### config.mk
export PLATFORM = sky130hd
export DESIGN_NAME = tx_drain_flat
export DESIGN_NICKNAME = d
export VERILOG_FILES = /design/src/rtl/uart_mirror_pkg.sv /design/src/rtl/tx_drain_if.sv /design/src/rtl/tx_drain.sv /design/src/flat_wrapper.sv
export SDC_FILE = /design/constraint.sdc
export NUM_CORES = 1
export LEC_CHECK = 0
export CAP_MARGIN = 20
export CORE_MARGIN = 8
export CORE_UTILIZATION = 54
export CTS_BUF_LIST = sky130_fd_sc_hd__clkbuf_4
export DETAILED_ROUTE_END_ITERATION = 10
export PLACE_DENSITY = 0.86
export SYNTH_ARGS = -nofsm -noshare
export SYNTH_HDL_FRONTEND = slang
export SYNTH_SLANG_ARGS = --single-unit
### constraint.sdc
create_clock -name CLK -period 6.22 [get_ports CLK]
set_clock_uncertainty 0.1 [all_clocks]
set_input_delay 1.866 -clock CLK [delete_from_list [all_inputs] [get_ports CLK]]
set_output_delay 1.866 -clock CLK [all_outputs]
set_load 0.01 [all_outputs]
### src/rtl/uart_mirror_pkg.sv
// Shared widths and drain FSM encoding for the UART mirror transmit path.
package uart_mirror_pkg;

    localparam int DEF_ADDR_WIDTH = 9;
    localparam int DEF_DATA_WIDTH = 8;

    typedef enum logic [1:0] {
        ST_IDLE    = 2'd0,
        ST_WAIT    = 2'd1,
        ST_PRESENT = 2'd2
    } drain_state_e;

endpackage

### src/rtl/tx_drain_if.sv
// Bundle between tx_drain, the receive-side writer, the external byte RAM and the UART transmitter.
interface tx_drain_if #(
    parameter int ADDR_WIDTH = uart_mirror_pkg::DEF_ADDR_WIDTH,
    parameter int DATA_WIDTH = uart_mirror_pkg::DEF_DATA_WIDTH
);
    logic                  WR_EN;
    logic                  RAM_WR_EN;
    logic [ADDR_WIDTH-1:0] RAM_WR_ADDR;
    logic [ADDR_WIDTH-1:0] RAM_RD_ADDR;
    logic [DATA_WIDTH-1:0] RAM_DOUT;
    logic [DATA_WIDTH-1:0] TX_DATA;
    logic                  TX_VALID;
    logic                  TX_READY;
    logic [ADDR_WIDTH:0]   COUNT;
    logic                  EMPTY;
    logic                  OVERFLOW;

    modport master (
        input  WR_EN, RAM_DOUT, TX_READY,
        output RAM_WR_EN, RAM_WR_ADDR, RAM_RD_ADDR, TX_DATA, TX_VALID,
               COUNT, EMPTY, OVERFLOW
    );

    modport slave (
        output WR_EN, RAM_DOUT, TX_READY,
        input  RAM_WR_EN, RAM_WR_ADDR, RAM_RD_ADDR, TX_DATA, TX_VALID,
               COUNT, EMPTY, OVERFLOW
    );
endinterface

### src/rtl/tx_drain.sv
// Ring-buffer pointer/count manager draining an external RAM into a UART transmitter.
// Write-to-valid latency 2 edges; one pop per 3 cycles at most; TX_DATA held until TX_READY.
module tx_drain
    import uart_mirror_pkg::*;
#(
    parameter int ADDR_WIDTH = DEF_ADDR_WIDTH,
    parameter int DATA_WIDTH = DEF_DATA_WIDTH
) (
    input  logic       CLK,
    input  logic       RST,
    tx_drain_if.master bus
);

    localparam logic [ADDR_WIDTH:0]   CNT_FULL = {1'b1, {ADDR_WIDTH{1'b0}}};
    localparam logic [ADDR_WIDTH:0]   CNT_ONE  = (ADDR_WIDTH+1)'(1);
    localparam logic [ADDR_WIDTH-1:0] PTR_ONE  = ADDR_WIDTH'(1);

    drain_state_e          state_q, state_d;
    logic [ADDR_WIDTH-1:0] wr_ptr_q, wr_ptr_d;
    logic [ADDR_WIDTH-1:0] rd_ptr_q, rd_ptr_d;
    logic [ADDR_WIDTH:0]   count_q, count_d;
    logic [DATA_WIDTH-1:0] tx_data_q, tx_data_d;
    logic                  tx_valid_q, tx_valid_d;
    logic                  overflow_q, overflow_d;

    logic full;
    logic wr_accept;
    logic pop;

    always_comb begin
        full      = (count_q == CNT_FULL);
        wr_accept = bus.WR_EN && !full;
        pop       = (state_q == ST_PRESENT) && bus.TX_READY;
    end

    // Count only distinguishes full from empty once the pointers have wrapped onto each other.
    always_comb begin
        wr_ptr_d   = wr_ptr_q;
        rd_ptr_d   = rd_ptr_q;
        count_d    = count_q;
        overflow_d = overflow_q;

        if (wr_accept) begin
            wr_ptr_d = wr_ptr_q + PTR_ONE;
        end
        if (pop) begin
            rd_ptr_d = rd_ptr_q + PTR_ONE;
        end

        case ({wr_accept, pop})
            2'b10:   count_d = count_q + CNT_ONE;
            2'b01:   count_d = count_q - CNT_ONE;
            default: count_d = count_q;
        endcase

        if (bus.WR_EN && full) begin
            overflow_d = 1'b1;
        end
    end

    // WAIT exists to give the synchronous RAM one cycle to return the byte at rd_ptr.
    always_comb begin
        state_d    = state_q;
        tx_data_d  = tx_data_q;
        tx_valid_d = tx_valid_q;

        case (state_q)
            ST_IDLE: begin
                tx_valid_d = 1'b0;
                if (count_q != '0) begin
                    state_d = ST_WAIT;
                end
            end
            ST_WAIT: begin
                tx_data_d  = bus.RAM_DOUT;
                tx_valid_d = 1'b1;
                state_d    = ST_PRESENT;
            end
            ST_PRESENT: begin
                if (bus.TX_READY) begin
                    tx_valid_d = 1'b0;
                    state_d    = ST_IDLE;
                end
            end
            default: begin
                tx_valid_d = 1'b0;
                state_d    = ST_IDLE;
            end
        endcase
    end

    always_ff @(posedge CLK or posedge RST) begin
        if (RST) begin
            state_q    <= ST_IDLE;
            wr_ptr_q   <= '0;
            rd_ptr_q   <= '0;
            count_q    <= '0;
            tx_data_q  <= '0;
            tx_valid_q <= 1'b0;
            overflow_q <= 1'b0;
        end else begin
            state_q    <= state_d;
            wr_ptr_q   <= wr_ptr_d;
            rd_ptr_q   <= rd_ptr_d;
            count_q    <= count_d;
            tx_data_q  <= tx_data_d;
            tx_valid_q <= tx_valid_d;
            overflow_q <= overflow_d;
        end
    end

    assign bus.RAM_WR_EN   = wr_accept;
    assign bus.RAM_WR_ADDR = wr_ptr_q;
    assign bus.RAM_RD_ADDR = rd_ptr_q;
    assign bus.COUNT       = count_q;
    assign bus.EMPTY       = (count_q == '0);
    assign bus.TX_DATA     = tx_data_q;
    assign bus.TX_VALID    = tx_valid_q;
    assign bus.OVERFLOW    = overflow_q;

endmodule

### src/flat_wrapper.sv
// flat-port wrapper written by rule: the top's interface ports become plain ports
module tx_drain_flat import uart_mirror_pkg::*;
#(
    parameter int ADDR_WIDTH = DEF_ADDR_WIDTH,
    parameter int DATA_WIDTH = DEF_DATA_WIDTH
)
  (CLK, RST, bus_WR_EN, bus_RAM_DOUT, bus_TX_READY, bus_RAM_WR_EN, bus_RAM_WR_ADDR, bus_RAM_RD_ADDR, bus_TX_DATA, bus_TX_VALID, bus_COUNT, bus_EMPTY, bus_OVERFLOW);
  tx_drain_if #(.ADDR_WIDTH(ADDR_WIDTH), .DATA_WIDTH(DATA_WIDTH)) bus_i ();
  input  logic CLK;
  input  logic RST;
  input wire logic [$bits(bus_i.WR_EN)-1:0] bus_WR_EN;
  input wire logic [$bits(bus_i.RAM_DOUT)-1:0] bus_RAM_DOUT;
  input wire logic [$bits(bus_i.TX_READY)-1:0] bus_TX_READY;
  output wire logic [$bits(bus_i.RAM_WR_EN)-1:0] bus_RAM_WR_EN;
  output wire logic [$bits(bus_i.RAM_WR_ADDR)-1:0] bus_RAM_WR_ADDR;
  output wire logic [$bits(bus_i.RAM_RD_ADDR)-1:0] bus_RAM_RD_ADDR;
  output wire logic [$bits(bus_i.TX_DATA)-1:0] bus_TX_DATA;
  output wire logic [$bits(bus_i.TX_VALID)-1:0] bus_TX_VALID;
  output wire logic [$bits(bus_i.COUNT)-1:0] bus_COUNT;
  output wire logic [$bits(bus_i.EMPTY)-1:0] bus_EMPTY;
  output wire logic [$bits(bus_i.OVERFLOW)-1:0] bus_OVERFLOW;
  assign bus_i.WR_EN = bus_WR_EN;
  assign bus_i.RAM_DOUT = bus_RAM_DOUT;
  assign bus_i.TX_READY = bus_TX_READY;
  assign bus_RAM_WR_EN = bus_i.RAM_WR_EN;
  assign bus_RAM_WR_ADDR = bus_i.RAM_WR_ADDR;
  assign bus_RAM_RD_ADDR = bus_i.RAM_RD_ADDR;
  assign bus_TX_DATA = bus_i.TX_DATA;
  assign bus_TX_VALID = bus_i.TX_VALID;
  assign bus_COUNT = bus_i.COUNT;
  assign bus_EMPTY = bus_i.EMPTY;
  assign bus_OVERFLOW = bus_i.OVERFLOW;
  tx_drain #(.ADDR_WIDTH(ADDR_WIDTH), .DATA_WIDTH(DATA_WIDTH)) u_core (.CLK(CLK), .RST(RST), .bus(bus_i));
endmodule
---- Word-level counts from Yosys, hierarchy flattened ----
Index checks and enable logic that the tools add are counted.
Widths: inputs -> output; s select.
storage, ports and cells
  bits in registers ....................... 40
  input port bits ......................... 12
  logic and storage cells ................. 33
cells by class
  $add $sub $neg .......................... 4
  eq/ne operators ......................... 7
  muxes and demuxes ....................... 6
  reduce and logical (&&, ||, !) cells .... 9
operator list
  kind                   number
  $pmux 10 s2            1
  $add 9x1->9 const B    2
  $add 10x1->10 const B  1
  $eq 10x10->1 const B   1
  $logic_not 10->1       1
  $reduce_bool 10->1     1
  $sub 10x1->10 const B  1
  $pmux 2 s3             1
  $eq 2x1->1 const B     2
  $eq 2x2->1 const B     2
  $mux 2                 2
  $logic_and 1x1->1      3
  $logic_not 2->1        1
  $ne 2x1->1 const B     1
  $ne 2x2->1 const B     1
  $pmux 1 s2             1
  $reduce_and 2->1       1
  $reduce_bool 2->1      1
  $logic_not 1->1        1
  $mux 1                 1

---- Depth between registers and ports, before layout ----
Gate-level depths: netlist (run 1).
  word-level depth ........................ 5
  depth in mapped cells ................... 10
  mapped depth without buffers ............ 10

---- Worst setup path before layout (run 1) ----
No wires, ideal clock.
  path kind ............................... input-to-reg
  from .................................... input bus_TX_READY
  to ...................................... register u_core.count_q[6], in the netlist u_core.bus.COUNT[6]
  setup time .............................. 0.132 ns
  arrival time ............................ 3.801 ns
  required time ........................... 5.988 ns
  setup slack ............................. 2.187 ns
  stages on the path ...................... 9
  buffers on the path ..................... 1
  cells stage by stage .................... and3b_1 > buf_2 > ha_1 > fa_1 > a21o_1 > a21oi_1 > o21ba_2 > nor4_1 > or3b_1
on the way
  cells in the longest elaborated chain, start to end .. 3
  elaborated cells between the ends (all ways) .. 5
  those cells by class .................... 2 x eq/ne; 1 x mux; 2 x reduce/logical
ends and longest elaborated chain
  what                                                     line                text
  from (decl)                                              flat_wrapper.sv:13  input wire logic [$bits(bus_i.TX_READY)-1:0] bus_TX_READY;
  $logic_and 1x1->1 *                                      tx_drain.sv:33      pop = (state_q == ST_PRESENT) && bus.TX_READY;
  named net u_core.pop                                     tx_drain.sv:28      logic pop;
  $eq 2x1->1 / $eq 2x2->1 (equally long branches)          tx_drain.sv:50      case ({wr_accept, pop})
  $pmux 10 s2 / $reduce_bool 2->1 (equally long branches)  -
  to (signal assigned)                                     tx_drain.sv:105     count_q <= count_d;
  to (decl)                                                tx_drain.sv:21      logic [ADDR_WIDTH:0] count_q, count_d;
Mark *: on every way through the listed nets, which the timed path passes. The rest lies on a longest branch.
A chain may end at the register's enable or synchronous reset.

---- Worst setup path in the final report (run 1) ----
  from .................................... input bus_WR_EN
  to ...................................... output bus_RAM_WR_EN
on the way
  cells in the longest elaborated chain, start to end .. 1
ends and longest elaborated chain
  what               line                text
  from (decl)        flat_wrapper.sv:11  input wire logic [$bits(bus_i.WR_EN)-1:0] bus_WR_EN;
  $logic_and 1x1->1  tx_drain.sv:32      wr_accept = bus.WR_EN && !full;
  to (decl)          flat_wrapper.sv:14  output wire logic [$bits(bus_i.RAM_WR_EN)-1:0] bus_RAM_WR_EN;
Every way passes these cells.

==> flow_metrics.py, run 1 <==
metrics = {
    "final_layout": {
        "area.growth.synth_to_final_pct": 30.1,
        "fillerInstances": 289,
        "fin_nets": 265,
        "layout-drive-gt1-share_pct": 11.6,
        "final_cell_mix": "51 x clkdlybuf4s50_1, 40 x dfrtp_1, 16 x nand2_1",
        "final-instance-count-excl-fill": 289,
        "layout_commonest_cell": "clkdlybuf4s50_1",
        "antenna_cells": 0,
        "design_area_um2": 2640,
    },
    "timing": {
        "worst_pin_slew_ps": 783,
        "maxSlewHeadroom_pct": 47.7,
        "fin_ws_ps": 1110,
        "setup_viol": 0,
        "drv_slew": 0,
        "finalHoldViolCount": 0,
        "setup_tns_ps": 0,
        "period_share_pct": 82.2,
        "period_minus_slack_ps": 5110,
        "rsz0062_at_grt": "false",
        "fmax_ghz": 0.196,
    },
    "worst_setup_path": {
        "worst_ep_arrival_time_ps": 3150,
        "cpMostUsedCell": "clkdlybuf4s50_1",
        "crit_family": "buffers and inverters",
        "worst-path-buf-inv": 3,
        "required_ps": 4250,
        "worstPathCellList": "clkdlybuf4s50_1 > o21ai_2 > inv_2 > clkdlybuf4s50_1",
        "slowest_delay_ps": 560,
        "crit_type": "in2out",
        "crit_fanout": 7,
        "endpoint_kind": "output pin",
        "crit_slowest_cell": "clkdlybuf4s50_1",
        "cp-start-kind": "input pin",
    },
    "job": {
        "max-cap-violations": 0,
    },
    "routing": {
        "drt_pass1_iterations": 4,
        "wire_per_inst_um": 14.8,
        "vias": 1573,
        "ant_nets": 0,
        "drt-initial-drc-count": 97,
        "drc_errors": 0,
        "vias_per_cell": 5.44,
        "drt-total-wl_um": 4290,
    },
    "pwr": {
        "p_per_area_nw_per_um2": 453,
        "p_leak_nw": 1.19,
        "ir_drop_uv": 246,
    },
    "cts": {
        "cts-root-buf": "clkbuf_4",
        "cts_made_buffers": 5,
        "cts_setup_buffers": 0,
        "clockBufferDepth": 2,
        "ctsHoldBuffers": 0,
        "worstSkewPairLatency_ps": 350,
        "clkSlewWorstSetupHoldPaths_ps": 120,
        "post_cts_resized": 0,
        "cts.sinks": 40,
        "cts_tree": "built",
        "h-tree-depth": 2,
    },
    "synth": {
        "syn-num-nets": 210,
        "yosysUniqueCellTypes": 43,
        "synth_edf_count": 0,
        "synth_ff_type": "dfrtp_1",
        "synth_warnings": 0,
        "async_flop_share_pct": 100,
        "yosysSeqAreaShare_pct": 49.4,
        "syn_area_um2": 2030,
        "syn_inst": 186,
        "postSynthRegisterBits": 40,
        "postSynthAreaPerCell_um2": 10.9,
    },
    "grt": {
        "grt_pass1_wl_um": 7510,
        "antenna_found_initial": 0,
        "grt_pass1_vias": 1562,
        "grt.overflow.total": 0,
        "grtUsageTotal_pct": 15.3,
        "grt_max_degree": 41,
    },
    "floorplan": {
        "start_util_pct": 55.8,
        "die_y_um": 77.3,
        "core_area_um2": 3630,
        "rows": 22,
        "die_w_um": 77.3,
        "top_level_ports": 52,
        "die_area_um2": 5970,
    },
    "place": {
        "dp.cells": 282,
        "placed_cell_area_um2": 2590,
        "dp_slack_ps": 1100,
        "place.gp.congestion": 0.821,
        "dp_hpwl_um": 3220,
        "io_buffers": 51,
    },
    "status": {
        "status": "complete, no violations",
    },
    "min_path": {
        "hold_path.class": "reg2reg",
    },
}
-- per-layer routing --
| layer | track usage [%] | vias up | wire (um) |
|---|---|---|---|
| li1 | - | 754 | - |
| met1 | 18.0 | 766 | 1890 |
| met2 | 24.2 | 48 | 1970 |
| met3 | 6.53 | 5 | 353 |
| met4 | 6.04 | 0 | 70 |
| met5 | 0 | - | 0 |
-- synth_stat cells, drive strengths merged (2+ instances only) --
| cell | number | area share, % |
|---|---|---|
| xor2 | 6 | 2.6 |
| inv | 12 | 2.2 |
| nor2 | 10 | 1.9 |
| nand2 | 17 | 3.5 |
| nand3 | 12 | 3.2 |
| nor3 | 8 | 2.0 |
| a21o | 3 | 1.1 |
| buf | 2 | 0.49 |
| o22ai | 2 | 0.93 |
| dfrtp | 40 | 49 |
| o31ai | 2 | 0.74 |
| ha | 11 | 6.8 |
| o21a | 2 | 0.74 |
| nand4 | 2 | 0.62 |
| nor4 | 2 | 0.93 |
| xnor2 | 15 | 6.5 |
| a21oi | 4 | 1.4 |
| clkbuf | 2 | 0.37 |
| mux2 | 10 | 5.6 |
| o21ai | 6 | 1.7 |
| o211ai | 2 | 0.74 |
| nor2b | 2 | 0.62 |
-- flip-flops by register name, summed over array words and instances, names as in the netlist --
register and flops:
u_core.bus.RAM_RD_ADDR 9, u_core.bus.TX_VALID 1, u_core.bus.OVERFLOW 1, u_core.bus.COUNT 10
u_core.state_q 2, u_core.bus.RAM_WR_ADDR 9, u_core.bus.TX_DATA 8
-- metrics by stage --
| stage | hold WS [ps] | power (mW) | utilization [%] |
|---|---|---|---|
| 2_1_floorplan | 339 | 0.801 | - |
| 3_3_place_gp | 353 | 1.06 | 71.2 |
| 3_5_place_dp | 364 | 1.08 | 71.2 |
| 4_1_cts | 381 | 1.21 | 72.6 |
| 5_1_grt | 400 | 1.29 | 72.6 |
| 6_report | 377 | 1.20 | 72.6 |
-- worst paths after layout --
check	startpoint	to	slack, ps	cells past startpoint
worst max-delay path	bus_WR_EN	bus_RAM_WR_EN	1110	4
worst min-delay path	u_core.state_q[0]	u_core.state_q[0]	380	1
worst max register to register	u_core.bus.COUNT[3]	u_core.bus.COUNT[6]	2920	10
worst min register to register	u_core.state_q[0]	u_core.state_q[0]	380	1
max in group asynchronous	RST	u_core.bus.COUNT[2]	3850	3
min in group asynchronous	RST	u_core.bus.RAM_RD_ADDR[6]	1830	3
-- where the power goes --
group	switching, mW	internal [mW]
clock network	0.0853	0.0412
registers	0.105	0.366
logic	0.261	0.337
total	0.451	0.744
-- worst reg2reg max path: cells and delay by family, from the launching register on --
kind                       cells  cell delay, ps
and+or+nand+nor                4             920
adders and majority gates      2             870
AOI/OAI and AO/OA              4             860
DFF                            1             440
-- layout make-up --
cell class / instances / area [um^2] / area share (%)
Clock buffer: 5 / 37.5 / 1.42
Clock inverter: 2 / 12.5 / 0.474
Inverter: 12 / 45.0 / 1.71
Multi-Input combinational cell: 130 / 963 / 36.5
Sequential cell: 40 / 1000 / 38.0
Tap cell: 48 / 60.1 / 2.28
Timing Repair Buffer: 52 / 518 / 19.6
-- logic make-up after synthesis --
logic type,after synthesis,share of synthesized area [%]
AOI/OAI and AO/OA,24,8.58
xor gates and xnor gates,21,9.07
adders and majority gates,12,7.78
buffers and inverters,16,3.09
DFF,40,49.4
muxes,11,6.05
and+or+nand+nor,62,16.1
Power figures use the tool's default switching activity.
==> inputs of run 2 (changes only) <==
--- a/config.mk
+++ b/config.mk
@@ -7,10 +7,10 @@
 export LEC_CHECK = 0
 export CAP_MARGIN = 20
 export CORE_MARGIN = 8
-export CORE_UTILIZATION = 54
+export CORE_UTILIZATION = 45
 export CTS_BUF_LIST = sky130_fd_sc_hd__clkbuf_4
 export DETAILED_ROUTE_END_ITERATION = 10
-export PLACE_DENSITY = 0.86
+export PLACE_DENSITY = 0.76
 export SYNTH_ARGS = -nofsm -noshare
 export SYNTH_HDL_FRONTEND = slang
 export SYNTH_SLANG_ARGS = --single-unit
==> constraint.sdc (replaced) <==
create_clock -name CLK -period 4.1 [get_ports CLK]
set_clock_uncertainty 0.1 [all_clocks]
set_input_delay 1.23 -clock CLK [delete_from_list [all_inputs] [get_ports CLK]]
set_output_delay 1.23 -clock CLK [all_outputs]
set_load 0.01 [all_outputs]
==> run 2 against run 1 <==
  * Cell area rose by 1.7%
  * Via count decreased by 1.9%
  * Setup slack got worse by 850 ps
==> flow_metrics.py, run 2 (same netlist as run 1, synthesis figures left out) <==
metrics = {
    "pwr": {
        "p_per_area_nw_per_um2": 702,
        "ir_drop_uv": 286,
        "p_leak_nw": 1.21,
    },
    "grt": {
        "grt_max_degree": 41,
        "grt_pass1_wl_um": 7440,
        "grt_pass1_vias": 1523,
        "grt.overflow.total": 0,
        "grtUsageTotal_pct": 13.1,
        "antenna_found_initial": 0,
    },
    "min_path": {
        "hold_path.startpoint": "u_core.bus.RAM_RD_ADDR[8]",
        "holdPathStages": 1,
        "hold_path.class": "reg2reg",
    },
    "cts": {
        "cts_setup_buffers": 0,
        "ctsHoldBuffers": 0,
        "clockBufferDepth": 2,
        "cts_made_buffers": 5,
        "cts.sinks": 40,
        "clkSlewWorstSetupHoldPaths_ps": 120,
        "h-tree-depth": 2,
        "cts-root-buf": "clkbuf_4",
        "post_cts_resized": 0,
        "cts_tree": "built",
        "worstSkewPairLatency_ps": 340,
    },
    "job": {
        "max-cap-violations": 0,
    },
    "timing": {
        "setup_viol": 0,
        "maxSlewHeadroom_pct": 45.0,
        "drv_slew": 0,
        "period_minus_slack_ps": 3850,
        "fin_ws_ps": 253,
        "rsz0062_at_grt": "false",
        "fmax_ghz": 0.260,
        "finalHoldViolCount": 0,
        "worst_pin_slew_ps": 823,
        "setup_tns_ps": 0,
        "period_share_pct": 93.8,
        "holdWs_ps": 379,
    },
    "worst_setup_path": {
        "r2r_start": "u_core.bus.COUNT[3]",
        "worstPathCellList": "clkdlybuf4s50_1 > o21ai_2 > inv_2 > clkdlybuf4s50_1",
        "startpoint": "bus_WR_EN",
        "worst-path-buf-inv": 3,
        "crit_cells": 4,
        "endpoint_kind": "output pin",
        "cp-start-kind": "input pin",
        "cpMostUsedCell": "clkdlybuf4s50_1",
        "reg2reg_depth": 10,
        "required_ps": 2770,
        "crit_type": "in2out",
        "worst_ep_arrival_time_ps": 2520,
        "crit_family": "buffers and inverters",
        "crit_slowest_cell": "clkdlybuf4s50_1",
        "crit_fanout": 7,
        "slowest_delay_ps": 560,
    },
    "final_layout": {
        "layout-drive-gt1-share_pct": 11.9,
        "final-seq-area_um2": 1000,
        "multi_input_area_um2": 963,
        "antenna_cells": 0,
        "area.growth.synth_to_final_pct": 32.3,
        "final_cell_mix": "51 x clkdlybuf4s50_1, 40 x dfrtp_1, 16 x nand2_1",
        "largest_register_ff_count": 10,
        "fillerInstances": 365,
        "utilization_pct": 61.6,
        "fin_nets": 267,
        "layout_commonest_cell": "clkdlybuf4s50_1",
    },
    "routing": {
        "vias": 1543,
        "ant_nets": 0,
        "wire_per_inst_um": 14.8,
        "drt-initial-drc-count": 68,
        "drt_pass1_iterations": 5,
        "drc_errors": 0,
        "drt-total-wl_um": 4390,
        "vias_per_cell": 5.21,
    },
    "floorplan": {
        "start_util_pct": 46.6,
        "rows": 24,
        "die_y_um": 83.1,
        "core_area_um2": 4350,
        "die_w_um": 83.1,
        "die_area_um2": 6910,
        "top_level_ports": 52,
    },
    "place": {
        "place.gp.congestion": 0.887,
        "io_buffers": 51,
        "dp_slack_ps": 168,
        "dp_hpwl_um": 3400,
    },
    "status": {
        "status": "complete, no violations",
    },
}
-- run 2: cell count changes in the layout (fill, tap and decap cells not counted), sizes merged --
| cell | delta |
|---|---|
| bufinv | +1 |
| clkinvlp | -1 |
| buf | +2 |
| clkinv | +1 |
-- run 2: final timing paths --
kind / slack (ps) / endpoint
hold reg to reg: 380 / u_core.bus.RAM_RD_ADDR[8]
max in group asynchronous: 2350 / u_core.bus.COUNT[8]
setup / recovery: 250 / bus_RAM_WR_EN
setup reg to reg: 850 / u_core.bus.COUNT[9]
min in group asynchronous: 1200 / u_core.bus.OVERFLOW
hold / removal: 380 / u_core.bus.RAM_RD_ADDR[8]
-- run 2: report_power, final --
part,internal (mW),leakage (nW),switching [mW]
clock network,0.125,0.0403,0.128
registers,0.556,0.482,0.161
logic,0.518,0.688,0.395
-- run 2: per-stage QoR --
step	area (um^2)	cells	power [mW]
global placement	2610	288	1.62
floorplan	2030	186	1.21
global route	2680	296	2.03
CTS	2680	296	1.91
finish	2680	296	1.88
detailed placement	2610	288	1.66
-- run 2: cell type report --
cell class,instances,area share (%)
sequential,40,37.3
clock inverter,3,1.40
clock buffer,5,1.40
multi-input combinational,130,35.9
tap,52,2.43
inverter,12,1.68
timing repair buffer,54,19.9
-- run 2: per-layer routing --
metal | global-route usage, % | share of wire (%) | up-vias
met1 | 16.1 | 44 | 727
li1 | - | - | 759
met5 | 0 | 0 | -
met4 | 5.75 | 1.8 | 0
met2 | 20.2 | 48 | 51
met3 | 4.69 | 6.9 | 6
==> inputs of run 3 (changes only) <==
--- a/config.mk
+++ b/config.mk
@@ -9,7 +9,9 @@
 export CORE_MARGIN = 8
 export CORE_UTILIZATION = 45
 export CTS_BUF_LIST = sky130_fd_sc_hd__clkbuf_4
+export CTS_CLUSTER_SIZE = 40
 export DETAILED_ROUTE_END_ITERATION = 10
+export HOLD_SLACK_MARGIN = 0.12
 export PLACE_DENSITY = 0.76
 export SYNTH_ARGS = -nofsm -noshare
 export SYNTH_HDL_FRONTEND = slang
==> results of run 3 <==
Final layout, timing and power as in run 2 (identical DEF).
